<file path="src/rtl/fetch_decode_reg_if.sv">
// IF/ID register bus: fetch-side inputs and decode-side outputs.
// master = fetch/decode environment, slave = the register.
interface fetch_decode_reg_if #(
  parameter int DATA_W = 8,
  parameter int ADDR_W = 8
);
  logic [DATA_W-1:0] instr_in;
  logic [ADDR_W-1:0] pc_in;
  logic              stall;
  logic              flush;
  logic [DATA_W-1:0] instr_out;
  logic [DATA_W-1:0] imm_out;
  logic [ADDR_W-1:0] pc_out;
  logic [ADDR_W-1:0] pc_next_out;
  logic              valid_out;
  logic              wait_imm;
  logic [7:0]        bubble_cnt;

  modport master (
    output instr_in, pc_in, stall, flush,
    input  instr_out, imm_out, pc_out, pc_next_out,
    input  valid_out, wait_imm, bubble_cnt
  );

  modport slave (
    input  instr_in, pc_in, stall, flush,
    output instr_out, imm_out, pc_out, pc_next_out,
    output valid_out, wait_imm, bubble_cnt
  );
endinterface

</file>
<file path="src/rtl/fetch_decode_reg.sv">
// IF/ID register: assembles 1/2-byte instructions into decode packets.
// Optional bubble counter enabled by macro IFID_BUBBLE_COUNT_EN.
module fetch_decode_reg #(
  parameter int          DATA_W      = 8,
  parameter int          ADDR_W      = 8,
  parameter logic [3:0]  TWO_BYTE_OP = 4'd12
) (
  input logic clk,
  input logic reset,
  fetch_decode_reg_if.slave bus
);

  typedef enum logic {
    S_OP  = 1'b0,
    S_IMM = 1'b1
  } state_t;

  state_t            state_q;
  logic [DATA_W-1:0] instr_q;
  logic [DATA_W-1:0] imm_q;
  logic [ADDR_W-1:0] pc_q;
  logic [ADDR_W-1:0] pc_next_q;
  logic              valid_q;
  logic [DATA_W-1:0] pend_op_q;
  logic [ADDR_W-1:0] pend_pc_q;

  logic two_byte;
  logic [ADDR_W-1:0] pc_inc;

  assign two_byte = (bus.instr_in[DATA_W-1 -: 4] == TWO_BYTE_OP);
  assign pc_inc   = bus.pc_in + ADDR_W'(1);

  // packet assembly FSM: flush beats stall beats capture
  always_ff @(posedge clk or negedge reset) begin
    if (!reset) begin
      state_q   <= S_OP;
      instr_q   <= '0;
      imm_q     <= '0;
      pc_q      <= '0;
      pc_next_q <= '0;
      valid_q   <= 1'b0;
      pend_op_q <= '0;
      pend_pc_q <= '0;
    end else if (bus.flush) begin
      state_q   <= S_OP;
      valid_q   <= 1'b0;
      instr_q   <= '0;
      imm_q     <= '0;
      pend_op_q <= '0;
      pend_pc_q <= '0;
    end else if (!bus.stall) begin
      unique case (state_q)
        S_OP: begin
          if (two_byte) begin
            pend_op_q <= bus.instr_in;
            pend_pc_q <= bus.pc_in;
            valid_q   <= 1'b0;
            state_q   <= S_IMM;
          end else begin
            instr_q   <= bus.instr_in;
            imm_q     <= '0;
            pc_q      <= bus.pc_in;
            pc_next_q <= pc_inc;
            valid_q   <= 1'b1;
          end
        end
        S_IMM: begin
          instr_q   <= pend_op_q;
          imm_q     <= bus.instr_in;
          pc_q      <= pend_pc_q;
          pc_next_q <= pc_inc;
          valid_q   <= 1'b1;
          state_q   <= S_OP;
        end
        default: state_q <= S_OP;
      endcase
    end
  end

  assign bus.instr_out   = instr_q;
  assign bus.imm_out     = imm_q;
  assign bus.pc_out      = pc_q;
  assign bus.pc_next_out = pc_next_q;
  assign bus.valid_out   = valid_q;
  assign bus.wait_imm    = (state_q == S_IMM);

`ifdef IFID_BUBBLE_COUNT_EN
  logic [7:0] bub_q;
  logic [7:0] bub_d;
  logic       bub_inc;

  assign bub_inc = bus.flush ||
                   (!bus.stall && state_q == S_OP && two_byte);
  assign bub_d   = (bub_inc && bub_q != 8'hFF) ? bub_q + 8'd1 : bub_q;

  // saturating count of edges that load a bubble
  always_ff @(posedge clk or negedge reset) begin
    if (!reset) begin
      bub_q <= 8'h00;
    end else begin
      bub_q <= bub_d;
    end
  end

  assign bus.bubble_cnt = bub_q;
`else
  assign bus.bubble_cnt = 8'h00;
`endif

endmodule

</file>
<file path="src/flat_wrapper.sv">
// flat-port wrapper written by rule: the top's interface ports become plain ports
module fetch_decode_reg_flat 
#(
  parameter int          DATA_W      = 8,
  parameter int          ADDR_W      = 8,
  parameter logic [3:0]  TWO_BYTE_OP = 4'd12
)
  (clk, reset, bus_instr_in, bus_pc_in, bus_stall, bus_flush, bus_instr_out, bus_imm_out, bus_pc_out, bus_pc_next_out, bus_valid_out, bus_wait_imm, bus_bubble_cnt);
  fetch_decode_reg_if #(.DATA_W(DATA_W), .ADDR_W(ADDR_W)) bus_i ();
  input logic clk;
  input logic reset;
  input wire logic [$bits(bus_i.instr_in)-1:0] bus_instr_in;
  input wire logic [$bits(bus_i.pc_in)-1:0] bus_pc_in;
  input wire logic [$bits(bus_i.stall)-1:0] bus_stall;
  input wire logic [$bits(bus_i.flush)-1:0] bus_flush;
  output wire logic [$bits(bus_i.instr_out)-1:0] bus_instr_out;
  output wire logic [$bits(bus_i.imm_out)-1:0] bus_imm_out;
  output wire logic [$bits(bus_i.pc_out)-1:0] bus_pc_out;
  output wire logic [$bits(bus_i.pc_next_out)-1:0] bus_pc_next_out;
  output wire logic [$bits(bus_i.valid_out)-1:0] bus_valid_out;
  output wire logic [$bits(bus_i.wait_imm)-1:0] bus_wait_imm;
  output wire logic [$bits(bus_i.bubble_cnt)-1:0] bus_bubble_cnt;
  assign bus_i.instr_in = bus_instr_in;
  assign bus_i.pc_in = bus_pc_in;
  assign bus_i.stall = bus_stall;
  assign bus_i.flush = bus_flush;
  assign bus_instr_out = bus_i.instr_out;
  assign bus_imm_out = bus_i.imm_out;
  assign bus_pc_out = bus_i.pc_out;
  assign bus_pc_next_out = bus_i.pc_next_out;
  assign bus_valid_out = bus_i.valid_out;
  assign bus_wait_imm = bus_i.wait_imm;
  assign bus_bubble_cnt = bus_i.bubble_cnt;
  fetch_decode_reg #(.DATA_W(DATA_W), .ADDR_W(ADDR_W), .TWO_BYTE_OP(TWO_BYTE_OP)) u_core (.clk(clk), .reset(reset), .bus(bus_i));
endmodule
</file>
<file path="config.mk">
export PLATFORM = sky130hd
export DESIGN_NAME = fetch_decode_reg_flat
export DESIGN_NICKNAME = d
export VERILOG_FILES = /design/src/rtl/fetch_decode_reg_if.sv /design/src/rtl/fetch_decode_reg.sv /design/src/flat_wrapper.sv
export SDC_FILE = /design/constraint.sdc
export NUM_CORES = 1
export LEC_CHECK = 0
export ABC_AREA = 1
export ABC_CLOCK_PERIOD_IN_PS = 1600
export CORE_MARGIN = 2
export CORE_UTILIZATION = 48
export CTS_CLUSTER_SIZE = 28
export DETAILED_ROUTE_END_ITERATION = 6
export MAX_ROUTING_LAYER = met4
export PLACE_DENSITY_LB_ADDON = 0.08
export SETUP_SLACK_MARGIN = 0.15
export SLEW_MARGIN = 10
export SYNTH_ARGS = -nofsm -noshare
export SYNTH_HDL_FRONTEND = slang
export SYNTH_SLANG_ARGS = --single-unit
export TNS_END_PERCENT = 1
</file>
<file path="constraint.sdc">
create_clock -name clk -period 1.6 [get_ports clk]
set_input_delay 0.32 -clock clk [delete_from_list [all_inputs] [get_ports clk]]
set_output_delay 0.32 -clock clk [all_outputs]
set_load 0.01 [all_outputs]
</file>
==> impl_results.md, run 1 <==
- CTS Sinks: 50
- Cell variety after synth: 24
- Via-per-instance ratio: 4.79
- Initial drt markers: 143
- Post-Route Skew: 0.0104 ns
- Critical path data arrival time: 1.21 ns
- Die area: 0.00554 mm2
- Die height: 74.4 um
- # diodes: 0
- Layout cells sized above 1: 13.8%
- Max-Cap Viols: 0
- HP Start: u_core.pend_pc_q[7]
- Final hold slack: 0.478 ns
- Worst-skew pair later-pin latency: 0.31 ns
- Layout Cells excl Fill: 429
- Mean Syn Cell Area: 8.29 um2
- Initial antenna violation count: 0
- CTS H-Tree Depth: 2
- Area contributors post-synth: dfrtp_1 53%, nand2_1 20%, o21ai_1 4.0%
- P&R area growth vs syn: 36.0%
- Final HPWL DP: 3980 um
- Post-synth top area cell: dfrtp_1
- # rows: 25
- Initial core utilization: 50.1%
- TritonCTS clock tree: yes
- Post-synth EDFFs: 0
- DRT Wirelength: 5470 um
- Sequential fraction of the synthesis area: 52.6%
- DR vias: 2054
- Total core area: 0.00475 mm2
- Final setup violating endpoints: 0
- Critical path's slowest cell: clkdlybuf4s50_1
- Mapped Cells: 287
- Post-synth ARST share: 100%
- CTS buffer count: 5
- Fmax: 653 MHz
- Worst Path Max Fanout: 2
- Per-cell routed wire length: 12.8 um
- Outcome: completed
- Port Buffers: 53
- Power per cell area: 922 mW/mm2
- RR Endpoint: u_core.pend_op_q[1]
- Register-to-Register Path Depth: 7
- Total GRT Usage: 22.4%
- Syn. warnings: 0
- Register bit total from synthesis: 50
- Critical Path Source Type: register
- Period utilization: 95.7%
- Grt met3 use: 3.25%
- CP delay by family, top: buffers and inverters
- Final nets: 382
- Maximum root-to-sink buffer count: 2
- CP endpoint kind: output pin
- Slowest stage delay, CP: 0.54 ns
- DRC: 0
- IO Count: 62
- Horiz. Die Dim: 74.4 um
- Lkg Pwr: 1.64 nW
- Worst r2r src: u_core.bus.wait_imm
- Global-route wire length before repair: 9170 um
- Worst path cell trace: clkdlybuf4s50_1
- GR peak layer: met1
- Gp weighted congestion: 0.830
- Top-area cell type share of the netlist area: 52.6%
- CP Class: register to output pin
- Slew Limit Fails: 0
- Pin count of the biggest net entering global routing: 51
- Cell Area, Synth: 0.00238 mm2
- ANT nets after route: 0
- Cells on Worst Hold Path: 2
- Met1 Use GR: 32.9%
- CP startpoint: u_core.bus.pc_out[5]
- Main synth FF type: dfrtp_1
- Worst VDD drop: 0.639 mV
- Fin crit period: 1.53 ns
- DR pass1 iterations: 4
- Top-count cell post-synth: nand2_1
- Worst Path Buf+Inv: 1
- Critical Path RT: 1.28 ns
- Cell count after placement: 419
- Final hold violation count: 0
- Clock slew at reported path FFs: 0.10 ns
- RSZ-0062 raised after global routing: yes
- Synth top cells by count: 124 x nand2_1, 50 x dfrtp_1, 19 x o21ai_1
- Congestion Overflow GR: 0
- Clock root cell: clkbuf_8
- M2 GR Usage: 32.7%
- End of the worst hold path: u_core.pend_pc_q[7]
- Vias in the first global route: 1924
- Setup slack, reg-to-reg: 0.17 ns
- Min-Delay Path Class: register to register
metrics by stage:
stage | cell area (um2) | setup slack [ns] | TNS (ns) | power (mW) | util (%)
floorplan | 2410 | 0.386 | 0 | 1.64 | -
global route | 3240 | 0.0152 | 0 | 3.11 | 68.1
global placement | 3080 | -0.0132 | -0.0390 | 1.94 | 64.8
finish | 3240 | 0.0696 | 0 | 2.98 | 68.1
CTS | 3230 | 0.0315 | 0 | 3.01 | 68.0
detailed placement | 3080 | -0.0376 | -0.388 | 1.95 | 64.8
worst max-delay path by stage:
stage          slack (ns)  cells past startpoint                     to
2_1_floorplan        0.39                      7  u_core.bus.imm_out[6]
3_3_place_gp        -0.01                      8    u_core.pend_op_q[5]
3_5_place_dp        -0.04                      7    u_core.pend_op_q[4]
4_1_cts              0.03                      1       bus_instr_out[3]
5_1_grt              0.02                      1          bus_pc_out[6]
6_report             0.07                      1          bus_pc_out[5]
layer usage:
layer  up-vias  wire length [um]
li1       1053                 -
met1       952              2740
met2        42              2450
met3         7               210
met4         0                65
met5         -                 0
flip-flops by register name, indices dropped and copies added (netlist names):
register                cells
u_core.bus.valid_out        1
u_core.pend_pc_q            8
u_core.bus.wait_imm         1
u_core.pend_op_q            8
u_core.bus.instr_out        8
u_core.bus.pc_out           8
u_core.bus.pc_next_out      8
u_core.bus.imm_out          8
cells by family (layout without fill, tap and decap cells):
family / count (synthesis) / after routing / synth area share [%]
adders and majority gates: 1 / 1 / 0.526
buffers and inverters: 31 / 99 / 7.78
DFF: 50 / 50 / 52.6
other: 1 / 8 / 0.158
AOI/OAI and AO/OA: 36 / 36 / 7.73
xor gates and xnor gates: 3 / 3 / 1.10
and+or+nand+nor: 165 / 165 / 30.1
layout make-up:
type                            instances  area [um2]
Clock buffer                            5        68.8
Clock inverter                          3        68.8
Fill cell                             426        1520
Inverter                               12        45.0
Multi-Input combinational cell        213         970
Sequential cell                        50        1250
Tap cell                               67        83.8
Timing Repair Buffer                   79         749
placed cells by master, fill, tap and decap left out:
cell             count
o21ai_0             16
or2_2                4
nor2_1              10
nand3_1              7
nand3_2              1
clkdlybuf4s50_1     50
clkbuf_8             5
nand2_1            124
xnor2_1              1
o21ai_1             19
nand2_2              1
nand4_1             12
clkinv_4             1
dlygate4sd2_1        1
dlygate4sd3_1        1
nand2_4              3
inv_2                3
dlymetal6s2s_1       1
ha_1                 1
bufinv_16            2
inv_1                9
dfrtp_1             50
nor3_4               1
xor2_1               2
buf_12               2
o21ai_2              1
nor2_2               2
conb_1               8
buf_4               23
buf_2                1
repair_timing:
item	CTS	global route
hold endpoints to repair	21	0
hold buffers	1	0
resized for setup	1	1
setup endpoints to repair	34	63
gates cloned	0	0
buffers inserted	1	0
power breakdown:
part | switching (mW) | total, mW | internal, mW
Sequential | 0.0426 | 1.39 | 1.34
Combinational | 0.267 | 0.536 | 0.269
Clock | 0.435 | 1.06 | 0.626
No activity file was read; power rests on OpenSTA's default activity.
==> run 2: changes to the inputs <==
RECOVER_POWER = 50   (was not set)
==> impl_results.md, run 2 (synthesis gave the netlist of run 1 again) <==
- Commonest non-fill, non-tap cell in the layout: nand2_1
- Min-Delay Path Class: register to register
- Vias in the first global route: 1924 (unchanged)
- PnR worst setup slack: 0.0693 ns (-0.000265 ns)
- Max-Cap Viols: 0 (unchanged)
- Clock slew at reported path FFs: 0.10 ns (about the same)
- Worst VDD drop: 0.640 mV (about the same)
- Worst Path Max Fanout: 2 (unchanged)
- Power per cell area: 925 mW/mm2 (+0.31%)
- Critical Path Source Type: register
- CP startpoint: u_core.bus.pc_out[5]
- Initial antenna violation count: 0 (unchanged)
- Pin count of the biggest net entering global routing: 51 (unchanged)
- P&R area growth vs syn: 34.9%
- Worst-skew pair later-pin latency: 0.31 ns (about the same)
- Period utilization: 95.7% (about the same)
- Total core area: 0.00475 mm2 (unchanged)
- Slew Limit Fails: 0 (unchanged)
- Initial core utilization: 50.1% (unchanged)
- Fmax: 653 MHz (about the same)
- Setup TNS: 0 ns (unchanged)
- DRT Wirelength: 5480 um (about the same)
- DRC: 0 (unchanged)
- CP endpoint kind: output pin
- Congestion Overflow GR: 0 (unchanged)
- Final nets: 382 (unchanged)
- Most frequent cells in the layout: 125 x nand2_1, 50 x clkdlybuf4s50_1, 50 x dfrtp_1
- GR peak layer: met1
- Final hold violation count: 0 (unchanged)
- Slew Limit Headroom: 54.5%
- Post-placement setup slack: -0.0376 ns (unchanged)
- Worst-margin pin slew: 0.682 ns
- Final setup violating endpoints: 0 (unchanged)
- Worst path cell trace: clkdlybuf4s50_1
- TritonCTS clock tree: yes
- Slowest stage delay, CP: 0.54 ns (about the same)
- Gp weighted congestion: 0.830 (unchanged)
- Die area: 0.00554 mm2 (unchanged)
- CTS buffer count: 5 (unchanged)
- Worst Path Buf+Inv: 1 (unchanged)
- Final HPWL DP: 3980 um (unchanged)
- Horiz. Die Dim: 74.4 um (unchanged)
- Worst r2r src: u_core.bus.wait_imm
- Grt met3 use: 3.25% (unchanged)
- Cell count after placement: 419 (unchanged)
- Via-per-instance ratio: 4.79 (about the same)
- Layout Cells excl Fill: 429 (unchanged)
- Critical path data arrival time: 1.21 ns (about the same)
- Die height: 74.4 um (unchanged)
- Lkg Pwr: 1.61 nW (-1.4%)
- DR pass1 iterations: 4 (unchanged)
- Total GRT Usage: 22.4% (unchanged)
- Maximum root-to-sink buffer count: 2 (unchanged)
- Critical path's slowest cell: clkdlybuf4s50_1
- DR vias: 2055 (+0.049%)
- Outcome: completed
- CP delay by family, top: buffers and inverters
- Layout cells sized above 1: 13.3% (-0.55 points)
- M2 GR Usage: 32.7% (unchanged)
- # diodes: 0 (unchanged)
- Initial drt markers: 148 (+3.5%)
- CTS H-Tree Depth: 2 (unchanged)
- # rows: 25 (unchanged)
- Post-Route Skew: 0.0107 ns (+0.000318 ns)
- Per-cell routed wire length: 12.8 um (about the same)
- CTS Sinks: 50 (unchanged)
- Critical Path RT: 1.28 ns (about the same)
- Port Buffers: 53 (unchanged)
- IO Count: 62 (unchanged)
- Clock root cell: clkbuf_8
- CP Class: register to output pin
- RSZ-0062 raised after global routing: yes
- HP Start: u_core.pend_pc_q[7]
- Fin crit period: 1.53 ns (+0.000265 ns)
- Met1 Use GR: 32.9% (unchanged)
- ANT nets after route: 0 (unchanged)
- Global-route wire length before repair: 9170 um (unchanged)
-- run 2: repair_timing --
action,CTS,global route
resized for setup,1,1
setup buffers,1,0
hold buffers,1,0
setup endpoints to repair,34,63
hold endpoints to repair,21,0
-- run 2: where the power goes --
part	internal, mW	total, mW	switching [mW]
combinational	0.263	0.527	0.264
clock	0.626	1.05	0.428
sequential	1.34	1.39	0.0424
total	2.23	2.97	0.734
-- run 2: metrics by stage --
| stage | power, mW | util (%) | hold slack [ns] | instance area [um2] |
|---|---|---|---|---|
| 3_3_place_gp | 1.94 | 64.8 | 0.328 | 3080 |
| 2_1_floorplan | 1.64 | - | 0.0244 | 2410 |
| 5_1_grt | 3.10 | 67.5 | 0.493 | 3210 |
| 3_5_place_dp | 1.95 | 64.8 | 0.330 | 3080 |
| 4_1_cts | 3.01 | 68.0 | 0.481 | 3230 |
| 6_report | 2.97 | 67.5 | 0.479 | 3210 |
-- run 2: layout make-up --
class	count	area (um2)
Tap cell	67	83.8
Fill cell	429	1550
Clock inverter	3	68.8
Inverter	12	45.0
Sequential cell	50	1250
Clock buffer	5	68.8
Multi-Input combinational cell	213	957
Timing Repair Buffer	79	734
-- run 2: per-layer routing --
metal	vias to the layer above	routed length (um)
li1	1055	-
met1	937	2660
met2	56	2470
met3	7	279
met4	0	65
met5	-	0
-- run 2: worst register-to-register path: stages, from the launching register on --
cell and delay [ns]:
dfrtp_1 0.41, buf_4 0.15, inv_1 0.16, nand3_1 0.14, nand2_1 0.21, buf_12 0.20
nand2_1 0.07, o21ai_0 0.07
-- run 2: worst paths after layout --
path                                                 to  slack (ns)  cells after the start
worst min-delay path                u_core.pend_pc_q[7]        0.48                      2
worst max-delay path                      bus_pc_out[5]        0.07                      1
worst max register to register     u_core.bus.pc_out[4]        0.13                      7
worst min register to register      u_core.pend_pc_q[7]        0.48                      2
min in group asynchronous          u_core.bus.pc_out[5]        0.68                      3
max in group asynchronous       u_core.bus.instr_out[7]        0.46                      3
==> run 3: changes to the inputs <==
CORE_MARGIN = 3   (was 2)
==> impl_results.md, run 3 (synthesis gave the netlist of run 1 again) <==
- Outcome: completed
- Fin area: 0.00314 mm2 (-2.1%)
- Critical path data arrival time: 1.22 ns (about the same)
- # diodes: 0 (unchanged)
- DRT Wirelength: 5630 um (+2.9%)
- Internal power: 1.90 mW (-15%)
- Clock slew at reported path FFs: 0.09 ns (about the same)
- Critical Path RT: 1.28 ns (about the same)
- Worst Path Buf+Inv: 1 (unchanged)
- Worst path cell trace: clkdlybuf4s50_1
- Congestion Overflow GR: 0 (unchanged)
- TritonCTS clock tree: yes
- Switch share: 27.6% (+2.9 points)
- Slew Limit Headroom: 55.2% (+0.70 points)
- Net Sw Power: 0.725 mW (-1.3%)
- Initial core utilization: 52.1% (+2.1 points)
- Vias in the first global route: 1959 (+1.8%)
- DR vias: 2057 (+0.097%)
- Sequential Power Share: 52.9% (+6.2 points)
- Die area: 0.00584 mm2 (+5.4%)
- Global-route wire length before repair: 9590 um (+4.6%)
- DR pass1 iterations: 4 (unchanged)
- Pwr Total: 2.63 mW (-12%)
- Per-cell routed wire length: 13.3 um (+3.8%)
- Layout Cells excl Fill: 425 (-0.93%)
- Setup TNS: 0 ns (unchanged)
- Clock root cell: clkbuf_8
- CTS Sinks: 50 (unchanged)
- CTS buffer count: 5 (unchanged)
- Post-placement setup slack: -0.104 ns (-0.0664 ns)
- Worst VDD drop: 0.667 mV (+4.4%)
- CP Class: register to output pin
- Min-Delay Path Class: register to register
- # rows: 24 (-4.0%)
- Filler instances: 410 (-4.4%)
- Clock Power Share: 27.2% (-8.3 points)
- DRC: 0 (unchanged)
- Worst Path Max Fanout: 2 (unchanged)
- Critical path's slowest cell: clkdlybuf4s50_1
- Horiz. Die Dim: 76.4 um (+2.7%)
- Post-Route Skew: 0.00563 ns (-0.00507 ns)
- P&R area growth vs syn: 32.0%
- Critical Path Source Type: register
- Via-per-instance ratio: 4.84 (+1.0%)
- ANT nets after route: 0 (unchanged)
- CP delay by family, top: buffers and inverters
- Die height: 76.4 um (+2.7%)
- Worst-margin pin slew: 0.671 ns (-0.0105 ns)
- Fmax: 648 MHz (-0.81%)
- Max-Cap Viols: 0 (unchanged)
- Fin crit period: 1.54 ns (+0.0125 ns)
- Initial antenna violation count: 0 (unchanged)
- PnR worst setup slack: 0.0568 ns (-0.0125 ns)
- Maximum root-to-sink buffer count: 2 (unchanged)
- Final hold violation count: 0 (unchanged)
- Initial drt markers: 176 (+19%)
- Gp weighted congestion: 0.855 (+3.0%)
- Placed Area: 0.00307 mm2 (-0.32%)
- Final HPWL DP: 4080 um (+2.5%)
- Layout cells sized above 1: 13.1% (-0.20 points)
- Lkg Pwr: 1.57 nW (-2.5%)
- Slew Limit Fails: 0 (unchanged)
- Commonest non-fill, non-tap cell in the layout: nand2_1
- CP endpoint kind: output pin
- Slowest stage delay, CP: 0.54 ns (about the same)
- Power per cell area: 836 mW/mm2 (-9.6%)
- CTS H-Tree Depth: 2 (unchanged)
- Cell count after placement: 416 (-0.72%)
- Port Buffers: 53 (unchanged)
- RSZ-0062 raised after global routing: yes
- Pin count of the biggest net entering global routing: 51 (unchanged)
- Total GRT Usage: 20.7% (-1.7 points)
- Total core area: 0.00456 mm2 (-4.0%)
- Period utilization: 96.4% (+0.78 points)
- Final setup violating endpoints: 0 (unchanged)
- Gate power share: 19.9% (+2.1 points)
- IO Count: 62 (unchanged)
- Most frequent cells in the layout: 124 x nand2_1, 50 x clkdlybuf4s50_1, 50 x dfrtp_1
- Worst-skew pair later-pin latency: 0.30 ns (about the same)
- Final nets: 381 (-0.26%)
## run 3: final timing paths
| check | slack, ns | cells after the start | start | end |
|---|---|---|---|---|
| max | 0.06 | 1 | u_core.bus.imm_out[6] | bus_imm_out[6] |
| min | 0.48 | 2 | u_core.pend_pc_q[5] | u_core.pend_pc_q[5] |
| max reg2reg | 0.10 | 6 | u_core.bus.wait_imm | u_core.bus.pc_next_out[4] |
| min reg2reg | 0.48 | 2 | u_core.pend_pc_q[5] | u_core.pend_pc_q[5] |
| max in group asynchronous | 0.47 | 3 | reset | u_core.pend_op_q[6] |
| min in group asynchronous | 0.69 | 3 | reset | u_core.bus.pc_out[4] |
## run 3: final cells by class
type	instances	area [um2]	area share (%)
Clock buffer	5	68.8	2.19
Clock inverter	2	15.0	0.478
Inverter	12	48.8	1.55
Multi-Input combinational cell	213	965	30.7
Sequential cell	50	1250	39.8
Tap cell	65	81.3	2.59
Timing Repair Buffer	78	712	22.7
## run 3: per-layer routing
| layer | vias to the layer above | wire length [um] | GRT usage (%) |
|---|---|---|---|
| met3 | 6 | 255 | 3.66 |
| met2 | 57 | 2570 | 31.1 |
| li1 | 1049 | - | - |
| met1 | 945 | 2760 | 29.8 |
| met5 | - | 0 | - |
| met4 | 0 | 48 | 3.99 |
## run 3: repair_timing
action | CTS | global route
setup endpoints to repair | 34 | 76
gates cloned | 0 | 0
hold buffers | 1 | 0
setup buffers | 1 | 0
resized for setup | 1 | 2
pin swaps | 0 | 0
hold endpoints to repair | 13 | 0
## run 3: power by group through the flow
stage	combinational (mW)	clock, mW	sequential [mW]
6_report	0.524	0.714	1.39
3_3_place_gp	0.535	0	1.41
3_5_place_dp	0.538	0	1.41
5_1_grt	0.570	0.797	1.40
2_1_floorplan	0.198	0	1.45
4_1_cts	0.541	0.734	1.39
## run 3: metrics by stage
step	hold slack [ns]	util, %
after floorplan	0.0244	-
after global placement	0.327	67.3
after detailed placement	0.330	67.3
after CTS	0.480	69.5
after global routing	0.507	68.8
final	0.480	68.8
